<file path="config.mk">
export PLATFORM = sky130hd
export DESIGN_NAME = rv32im_alu_issue
export DESIGN_NICKNAME = d
export VERILOG_FILES = /design/src/rtl/rv32im_alu_issue_pkg.sv /design/src/rtl/rv32im_alu_issue_decode.sv /design/src/rtl/rv32im_alu_issue.sv
export SDC_FILE = /design/constraint.sdc
export NUM_CORES = 1
export LEC_CHECK = 0
export CORE_MARGIN = 3
export CORE_UTILIZATION = 35
export DETAILED_ROUTE_END_ITERATION = 6
export HOLD_SLACK_MARGIN = 0.03
export PLACE_DENSITY = 0.76
export SLEW_MARGIN = 25
export SYNTH_ARGS = -nofsm -noshare
export SYNTH_HDL_FRONTEND = slang
export SYNTH_SLANG_ARGS = --single-unit
</file>
<file path="constraint.sdc">
create_clock -name clk_i -period 3.8 [get_ports clk_i]
set_input_delay 0.76 -clock clk_i [delete_from_list [all_inputs] [get_ports clk_i]]
set_output_delay 0.76 -clock clk_i [all_outputs]
set_load 0.1 [all_outputs]
</file>
<file path="src/rtl/rv32im_alu_issue_pkg.sv">
// Shared constants and types for the rv32im_alu issue stage: RV32 opcodes, ALU opcode values,
// and the decoded-entry record held by the handshake registers.
package rv32im_alu_issue_pkg;

    localparam int DATA_W   = 32;
    localparam int ALU_OP_W = 4;

    localparam logic [6:0] OPC_OP     = 7'b0110011;
    localparam logic [6:0] OPC_OP_IMM = 7'b0010011;
    localparam logic [6:0] OPC_LUI    = 7'b0110111;
    localparam logic [6:0] OPC_AUIPC  = 7'b0010111;

    typedef enum logic [ALU_OP_W-1:0] {
        ALU_ADD  = 4'd0,
        ALU_SUB  = 4'd1,
        ALU_SLL  = 4'd2,
        ALU_SLT  = 4'd3,
        ALU_SLTU = 4'd4,
        ALU_XOR  = 4'd5,
        ALU_SRL  = 4'd6,
        ALU_SRA  = 4'd7,
        ALU_OR   = 4'd8,
        ALU_AND  = 4'd9
    } alu_op_e;

    typedef struct packed {
        logic [DATA_W-1:0] op1;
        logic [DATA_W-1:0] op2;
        alu_op_e           alu_op;
        logic [4:0]        rd;
        logic              rd_we;
        logic              illegal;
    } issue_t;

    // alt selects SUB/SRA for funct3 000/101 (funct7[5] set)
    function automatic alu_op_e alu_op_for(input logic [2:0] f3, input logic alt);
        case (f3)
            3'b000:  return alt ? ALU_SUB : ALU_ADD;
            3'b001:  return ALU_SLL;
            3'b010:  return ALU_SLT;
            3'b011:  return ALU_SLTU;
            3'b100:  return ALU_XOR;
            3'b101:  return alt ? ALU_SRA : ALU_SRL;
            3'b110:  return ALU_OR;
            default: return ALU_AND;
        endcase
    endfunction

endpackage

</file>
<file path="src/rtl/rv32im_alu_issue_decode.sv">
// Combinational decode of OP, OP-IMM, LUI and AUIPC into ALU operands, opcode and write-back info.
module rv32im_alu_decode
    import rv32im_alu_issue_pkg::*;
(
    input  logic [DATA_W-1:0] instr,
    input  logic [DATA_W-1:0] pc,
    input  logic [DATA_W-1:0] rs1_data,
    input  logic [DATA_W-1:0] rs2_data,
    output issue_t            dec
);

    logic [6:0] opcode;
    logic [2:0] f3;
    logic [6:0] f7;

    assign opcode = instr[6:0];
    assign f3     = instr[14:12];
    assign f7     = instr[31:25];

    always_comb begin
        // NOTE: every field gets a default first so no path leaves dec unassigned (no latch).
        dec         = '0;
        dec.alu_op  = ALU_ADD;
        dec.rd      = instr[11:7];
        dec.illegal = 1'b1;

        case (opcode)
            OPC_OP: begin
                dec.op1 = rs1_data;
                dec.op2 = rs2_data;
                if (f7 == 7'h00) begin
                    dec.alu_op  = alu_op_for(f3, 1'b0);
                    dec.illegal = 1'b0;
                end else if (f7 == 7'h20 && (f3 == 3'b000 || f3 == 3'b101)) begin
                    dec.alu_op  = alu_op_for(f3, 1'b1);
                    dec.illegal = 1'b0;
                end
            end
            OPC_OP_IMM: begin
                dec.op1 = rs1_data;
                dec.op2 = {{20{instr[31]}}, instr[31:20]};
                if (f3 == 3'b001 || f3 == 3'b101) begin
                    // Shift-immediates carry only a 5-bit shamt; upper bits are funct7
                    dec.op2 = {27'b0, instr[24:20]};
                    if (f7 == 7'h00) begin
                        dec.alu_op  = alu_op_for(f3, 1'b0);
                        dec.illegal = 1'b0;
                    end else if (f7 == 7'h20 && f3 == 3'b101) begin
                        dec.alu_op  = ALU_SRA;
                        dec.illegal = 1'b0;
                    end
                end else begin
                    dec.alu_op  = alu_op_for(f3, 1'b0);
                    dec.illegal = 1'b0;
                end
            end
            OPC_LUI: begin
                dec.op2     = {instr[31:12], 12'b0};
                dec.illegal = 1'b0;
            end
            OPC_AUIPC: begin
                dec.op1     = pc;
                dec.op2     = {instr[31:12], 12'b0};
                dec.illegal = 1'b0;
            end
            default: ;
        endcase

        dec.rd_we = !dec.illegal && (dec.rd != 5'd0);
    end

endmodule

</file>
<file path="src/rtl/rv32im_alu_issue.sv">
// Decode/issue stage feeding rv32im_alu with valid/ready flow control.
// Define ALU_ISSUE_SKID_EN for a main+skid buffer with a registered ready_o.
module rv32im_alu_issue
    import rv32im_alu_issue_pkg::*;
(
    input  logic                clk_i,
    input  logic                rst_n_i,
    input  logic                flush_i,
    input  logic                valid_i,
    output logic                ready_o,
    input  logic [DATA_W-1:0]   instr_i,
    input  logic [DATA_W-1:0]   pc_i,
    input  logic [DATA_W-1:0]   rs1_data_i,
    input  logic [DATA_W-1:0]   rs2_data_i,
    output logic                valid_o,
    input  logic                ready_i,
    output logic [DATA_W-1:0]   aluoperand_1_o,
    output logic [DATA_W-1:0]   aluoperand_2_o,
    output logic [ALU_OP_W-1:0] alu_opcode_o,
    output logic [4:0]          rd_addr_o,
    output logic                rd_we_o,
    output logic                illegal_o
);

    issue_t dec;
    issue_t main_q;
    logic   main_valid_q;
    logic   accept;

    rv32im_alu_decode u_decode (
        .instr    (instr_i),
        .pc       (pc_i),
        .rs1_data (rs1_data_i),
        .rs2_data (rs2_data_i),
        .dec      (dec)
    );

    assign accept = valid_i && ready_o;

`ifdef ALU_ISSUE_SKID_EN
    issue_t skid_q;
    logic   skid_valid_q;

    // Ready depends only on local state and flush, never on ready_i
    assign ready_o = !skid_valid_q && !flush_i;

    always_ff @(posedge clk_i) begin
        if (!rst_n_i) begin
            main_valid_q <= 1'b0;
            main_q       <= '0;
            skid_valid_q <= 1'b0;
            skid_q       <= '0;
        end else if (flush_i) begin
            main_valid_q <= 1'b0;
            skid_valid_q <= 1'b0;
        end else if (!main_valid_q || ready_i) begin
            if (skid_valid_q) begin
                main_q       <= skid_q;
                main_valid_q <= 1'b1;
                skid_valid_q <= 1'b0;
            end else if (accept) begin
                main_q       <= dec;
                main_valid_q <= 1'b1;
            end else begin
                main_valid_q <= 1'b0;
            end
        end else if (accept) begin
            // Stalled with main occupied: park the new entry in the skid slot
            skid_q       <= dec;
            skid_valid_q <= 1'b1;
        end
    end
`else
    assign ready_o = (!main_valid_q || ready_i) && !flush_i;

    always_ff @(posedge clk_i) begin
        // NOTE: sequential state uses non-blocking assignments so every register samples pre-edge values.
        if (!rst_n_i) begin
            main_valid_q <= 1'b0;
            main_q       <= '0;
        end else if (flush_i) begin
            main_valid_q <= 1'b0;
        end else if (accept) begin
            main_q       <= dec;
            main_valid_q <= 1'b1;
        end else if (ready_i) begin
            main_valid_q <= 1'b0;
        end
    end
`endif

    assign valid_o        = main_valid_q;
    assign aluoperand_1_o = main_q.op1;
    assign aluoperand_2_o = main_q.op2;
    assign alu_opcode_o   = main_q.alu_op;
    assign rd_addr_o      = main_q.rd;
    assign rd_we_o        = main_q.rd_we;
    assign illegal_o      = main_q.illegal;

endmodule

</file>
After elaboration in Yosys (flattened, before gate mapping). Index checks and enable logic that the tools add are counted.

Reduce and logical (&&, ||, !) cells: 19. Muxes and demuxes: 19. Bitwise gates (word level): 2. Equality and inequality tests: 11.

Operator list (count): case mux 32 bit (3 select lines) (1); case mux 32 bit (2 select lines) (1); case mux 4 bit (7 select lines) (2); two-way mux 32 bit (1); == test 7 x 6 -> 1 bit (second input constant) (3); two-way mux 4 bit (4); == test 7 x 5 -> 1 bit (second input constant) (2); == test 3 bit (second input constant) (3); case mux 4 bit (2 select lines) (1); zero test 7 bit (1); two-way mux 1 bit (7); == test 3 x 2 -> 1 bit (second input constant) (2); OR reduction 2 bit (3); logical AND 1 bit (5); nonzero test 5 bit (1); == test 3 x 1 -> 1 bit (second input constant) (1); zero test 1 bit (3); zero test 3 bit (1); logical OR 1 bit (3); two-way mux 3 bit (1); case mux 1 bit (3 select lines) (1); NOT 1 bit (2); AND reduction 2 bit (1); nonzero test 2 bit (1).

Output and inout port bits: 77. Bits in registers: 76.

Depth between registers and ports, before layout.
Word-level depth: 8. Depth in mapped cells: 7.

Hierarchy. From an unflattened synthesis, not the netlist that was laid out.

Cells, all modules: 475. Area, all modules: 4082.7 µm².

Modules (own cells, without submodules): rv32im_alu_issue (cells each 331, instances 1, seq. area each 1521.5 µm², area an instance 3021.6 µm²); rv32im_alu_decode (cells each 144, instances 1, seq. area each 0.0 µm², area an instance 1061.0 µm²).

Least setup slack after synthesis. OpenSTA, ideal clock, no wires.

Path type: reg-to-output. Start point: register main_valid_q (netlist: valid_o). End point: output ready_o. Setup slack: 0.857 ns. Cell stages (with the launch flop): 3. Data arrival time: 2.183 ns. Path buffers: 0. Path through: dfxtp_1 > nor2b_1 > nor2_1.

Word-level cells in the longest chain between the ends: 3.

Ends and longest elaborated chain: start, declared (line rv32im_alu_issue.sv:27) `logic main_valid_q;`; start signal, assigned (line rv32im_alu_issue.sv:79) `main_valid_q <= 1'b0;`; start signal, assigned (line rv32im_alu_issue.sv:82) `main_valid_q <= 1'b0;`; start signal, assigned (line rv32im_alu_issue.sv:85) `main_valid_q <= 1'b1;`; zero test 1 bit (line rv32im_alu_issue.sv:74) `assign ready_o = (!main_valid_q || ready_i) && !flush_i;`; logical OR 1 bit (line rv32im_alu_issue.sv:74); logical AND 1 bit (line rv32im_alu_issue.sv:74); end, declared (line rv32im_alu_issue.sv:10) `output logic ready_o,`.

No other way between the ends.

Worst setup path in the final report.
Start point: input instr_i[3]. End point: register main_q, in the netlist aluoperand_2_o[23].

Word-level cells in the longest chain between the ends: 3.

Ends and longest elaborated chain: start, declared (line rv32im_alu_issue.sv:11) `input logic [DATA_W-1:0] instr_i,`; == test 7 x 6 -> 1 bit / == test 7 x 5 -> 1 bit (equally long branches) (line rv32im_alu_issue_decode.sv:27) `case (opcode)`; OR reduction 2 bit (no line); case mux 32 bit (3 select lines) (*) (line rv32im_alu_issue_decode.sv:27); end signal, assigned (line rv32im_alu_issue.sv:80) `main_q <= '0;`; end signal, assigned (line rv32im_alu_issue.sv:84) `main_q <= dec;`; end, declared (line rv32im_alu_issue.sv:26) `issue_t main_q;`.

Every way passes the cells marked *; elsewhere a longest branch is shown, timed or not. A chain may end at the register's enable or synchronous reset.

==> results list <==
* Status: finished clean
- CTS built an H-tree with a depth of 3.
- The first global-routing pass estimated 20,800 um of wire.
- The worst setup path is captured at a flop.
- Post-Syn Area: 3550 um^2
- Internal power: 1380 uW
- Cell taking the most area after synthesis: sky130_fd_sc_hd__dfxtp_1
- Summing over every cut layer, the via total after detailed routing is 4,037.
- Category of cells accounting for the largest share of critical-path delay: simple AND/OR/NAND/NOR gates
- Slowest library cell on the worst path: sky130_fd_sc_hd__and3_1
- For the final routed database, the setup TNS stands at 0 ns.
* Worst slew margin: 28.5%
- The Yosys step of the flow raised 0 warnings.
- Traced cell by cell, the critical path runs through clkdlybuf4s50_1 > nand4bb_1 > nor2_1 > and3_1 > a22o_1.
- Compound-Gate Fraction of Synth Area: 30.1%
- For this design the total switching power over the nets is 645 uW.
* Distinct cell type count of the synthesized netlist: 46
* Fraction of power consumed by combinational cells: 27.3%
- After Yosys synthesis, and, or, nand and nor cells account for 18.7% of the synthesized area.
- Sw Share: 31.9%
- The most used flip-flop cell after synthesis is sky130_fd_sc_hd__dfxtp_1.
- After routing the design area is 5920 um^2.
- In this run, the number of DRC markers left after iteration 0 of detailed routing was 297.
* Final Wtd Congestion: 0.825
* Net count, final: 742
* Worst R2R Setup Slack: 1.83 ns
* Maximum frequency from static timing analysis: 376 MHz
- Period utilization: 70.0%
* Setup WS pre-CTS: 0.795 ns
- Top-Level Pins: 210
- Routed wire per std cell: 17.8 um
- Wire length reported by the detailed router: 13,300 um
- Clock Sink Count: 76
* Final HPWL DP: 9830 um
- Kind of critical path: in -> reg
- Slew at the pin with the worst max-slew slack: 1.07 ns
* Adder-cell area share of the yosys netlist: 0%
- Maximum number of buffers from clock root to sink: 2
- Setup slack after layout: 1.14 ns
- Counting cells, the worst reg-to-reg path comes to 4.
- The die covers 11,400 um^2.
- The analysis attributes to cell leakage a power of 0.00218 uW.
* Height of the chip: 107 um
- #FFs+latches synth: 76
- The worst hold path passes through 2 cells.
* Initial antenna violation count: 0
* Maximum fanout along the worst path: 19
* Number of flops mapped to enable cells by yosys: 0
- Capture instance of the worst register-to-register path: aluoperand_2_o[23]
- Beginning of the worst register-to-register path: valid_o
- After Yosys synthesis, XOR and XNOR cells account for 0.493% of the synthesized area.
* Maximum ir drop on the vdd rail: 0.256 mV
- Clk_lat worst skew: 0.34 ns
- Post-route core utilization: 60.3%
- The core region is 9820 um^2.
* DR vias/cell: 5.40
- Clock share of power: 31.5%
* Initial cell density of the core: 36.2%
- The worst hold path belongs to the class reg -> reg.
- Top cell type's share of synthesized area: 42.8%
* Row count: 36
* Number of DRC violations after detailed routing: 0
* Mapped Cells: 422
- Mux cell area share after synthesis: 2.15%
- Of the cells placed in the final design, the portion with a size suffix greater than 1 is 6.35%.
* Sequential share of power: 41.2%
* Antenna-violating nets left: 0
* Number of gates resized after CTS: 0
- Ranked by total cell area, the synthesized netlist is headed by sky130_fd_sc_hd__dfxtp_1, sky130_fd_sc_hd__a221oi_1, sky130_fd_sc_hd__nand2_1.
- Dominant combinational cell family by area after synthesis: compound AO/OA/AOI/OAI gates
* Max Slew Vio Count: 0
- In this run the most critical hold path is launched from aluoperand_2_o[0].
* Diode insertion count for antenna repair: 0
- The worst setup path is launched from an input port.
* CP bufs+invs: 1
* Max Clock Skew: 0.00653 ns
* Worst-path clk slew: 0.08 ns
* Required time of the critical path: 4.09 ns
- Hold Path End: aluoperand_2_o[0]
- The number of global-route vias before repair is 4,021.
- Final worst path period need: 2.66 ns
* 1st-pass router iterations: 5
- Largest stage delay, worst path: 0.72 ns
- Cell Pwr Density: 342 nW/um^2
- Width of the die: 107 um
- Number of buffers added to fix hold violations after cts: 0
- Total congestion overflow after global routing: 0
* Arrival @ worst endpoint: 2.95 ns
- Largest net degree at the start of global routing: 43
* Unrepaired setup endpoints after global routing: no
- Post-synthesis sequential area ratio: 42.8%
- In this run the tool buffered the top-level ports with 209 buffer cells.
- Endpoints failing hold: 0
* Number of buffers inserted during clock tree synthesis: 9
* Setup-violating endpoint count in the final report: 0
- Worst hold margin: 0.452 ns
* Instance area at placement: 5720 um^2
- CTS tree: built
* Root Driver: sky130_fd_sc_hd__clkbuf_8
- Share of async-settable or async-resettable flops after synthesis: 0%
- The number of nets handed over by synthesis was 555.
- Across every metal layer, demand over resource in global routing totals 22.9%.
- Max-capacitance violation count: 0
- Buffers added to address setup during post-CTS repair amount to 0.
- From synthesis to final layout, the design area changed by 66.7%.
- A synthesized cell averages 8.41 um^2.
-- cells by family (layout without fill, tap and decap cells) --
family / count (synthesis) / after routing
multiplexers: 7 / 7
flip-flops: 76 / 76
AO/OA/AOI/OAI: 147 / 147
XOR/XNOR: 2 / 2
AND/OR/NAND/NOR: 142 / 142
buffers and inverters: 48 / 240
-- registers in the layout, summed over array words and instances, names as in the netlist --
register / cells
alu_opcode_o: 4
valid_o: 1
rd_addr_o: 5
illegal_o: 1
rd_we_o: 1
aluoperand_2_o: 32
aluoperand_1_o: 32
-- Yosys cell counts, drive strengths merged, types with 3 or more instances --
| cell | n |
|---|---|
| nand2b | 9 |
| o2111ai | 3 |
| a221oi | 32 |
| a21oi | 19 |
| nor2 | 40 |
| nor3 | 4 |
| a22o | 19 |
| nand2 | 56 |
| dfxtp | 76 |
| o21ai | 41 |
| nor2b | 3 |
| a22oi | 3 |
| nand3 | 17 |
| inv | 7 |
| clkbuf | 27 |
| buf | 14 |
| mux2 | 5 |
| a2bb2oi | 17 |
-- cell type report --
| class | instances | area [um^2] |
|---|---|---|
| Fill cell | 904 | 3900 |
| Clock buffer | 12 | 155 |
| Sequential cell | 76 | 1520 |
| Tap cell | 133 | 166 |
| Inverter | 7 | 26.3 |
| Timing Repair Buffer | 217 | 2160 |
| Multi-Input combinational cell | 298 | 1840 |
| Clock inverter | 4 | 47.5 |
-- power groups by stage --
stage	combinational [uW]	clock [uW]	sequential [uW]
floorplan	138	0	1030
global placement	546	0	852
detailed placement	551	0	852
CTS	554	653	834
global route	583	690	838
finish	552	638	834
-- layer usage --
| layer | track usage, % | part of all wire, % | wire length (um) |
|---|---|---|---|
| met5 | 0 | 0 | 0 |
| met4 | 5.11 | 1.4 | 188 |
| met3 | 9.87 | 12 | 1530 |
| met2 | 39.1 | 48 | 6390 |
| met1 | 26.5 | 39 | 5170 |
-- how the worst max path moves through the flow --
| stage | to | slack (ns) | start | cells after the start |
|---|---|---|---|---|
| floorplan | ready_o | 0.86 | valid_o | 2 |
| detailed placement | aluoperand_2_o[14] | 0.80 | instr_i[3] | 5 |
| CTS | rd_we_o | 1.12 | rd_we_o | 1 |
| global route | aluoperand_1_o[29] | 1.00 | instr_i[2] | 6 |
| global placement | aluoperand_2_o[12] | 0.84 | instr_i[3] | 5 |
| finish | aluoperand_2_o[23] | 1.14 | instr_i[3] | 5 |
-- through the flow --
stage | power, uW | cells
after detailed placement | 1400 | 731
after global routing | 2110 | 747
after floorplan | 1170 | 422
after global placement | 1400 | 731
final | 2020 | 747
after CTS | 2040 | 747
-- cell usage in the layout (no fill, tap or decap), types with 5 or more instances in the layout --
cell type,count
sky130_fd_sc_hd__mux2_2,5
sky130_fd_sc_hd__buf_4,8
sky130_fd_sc_hd__dfxtp_1,76
sky130_fd_sc_hd__a2bb2oi_1,17
sky130_fd_sc_hd__a21oi_1,19
sky130_fd_sc_hd__nand3_1,16
sky130_fd_sc_hd__o21ai_0,41
sky130_fd_sc_hd__clkbuf_8,11
sky130_fd_sc_hd__nand2b_1,9
sky130_fd_sc_hd__clkdlybuf4s50_1,208
sky130_fd_sc_hd__nor2_1,39
sky130_fd_sc_hd__a221oi_1,32
sky130_fd_sc_hd__nand2_1,56
sky130_fd_sc_hd__a22o_1,19
sky130_fd_sc_hd__inv_1,7
-- worst reg2reg max path, stage by stage (launching register included) --
cell                       delay [ns]
sky130_fd_sc_hd__dfxtp_1         0.33
sky130_fd_sc_hd__nand2b_1        0.11
sky130_fd_sc_hd__and3_2          0.49
sky130_fd_sc_hd__and3_1          0.74
sky130_fd_sc_hd__a22o_1          0.24
(Power assumes the default switching activity.)
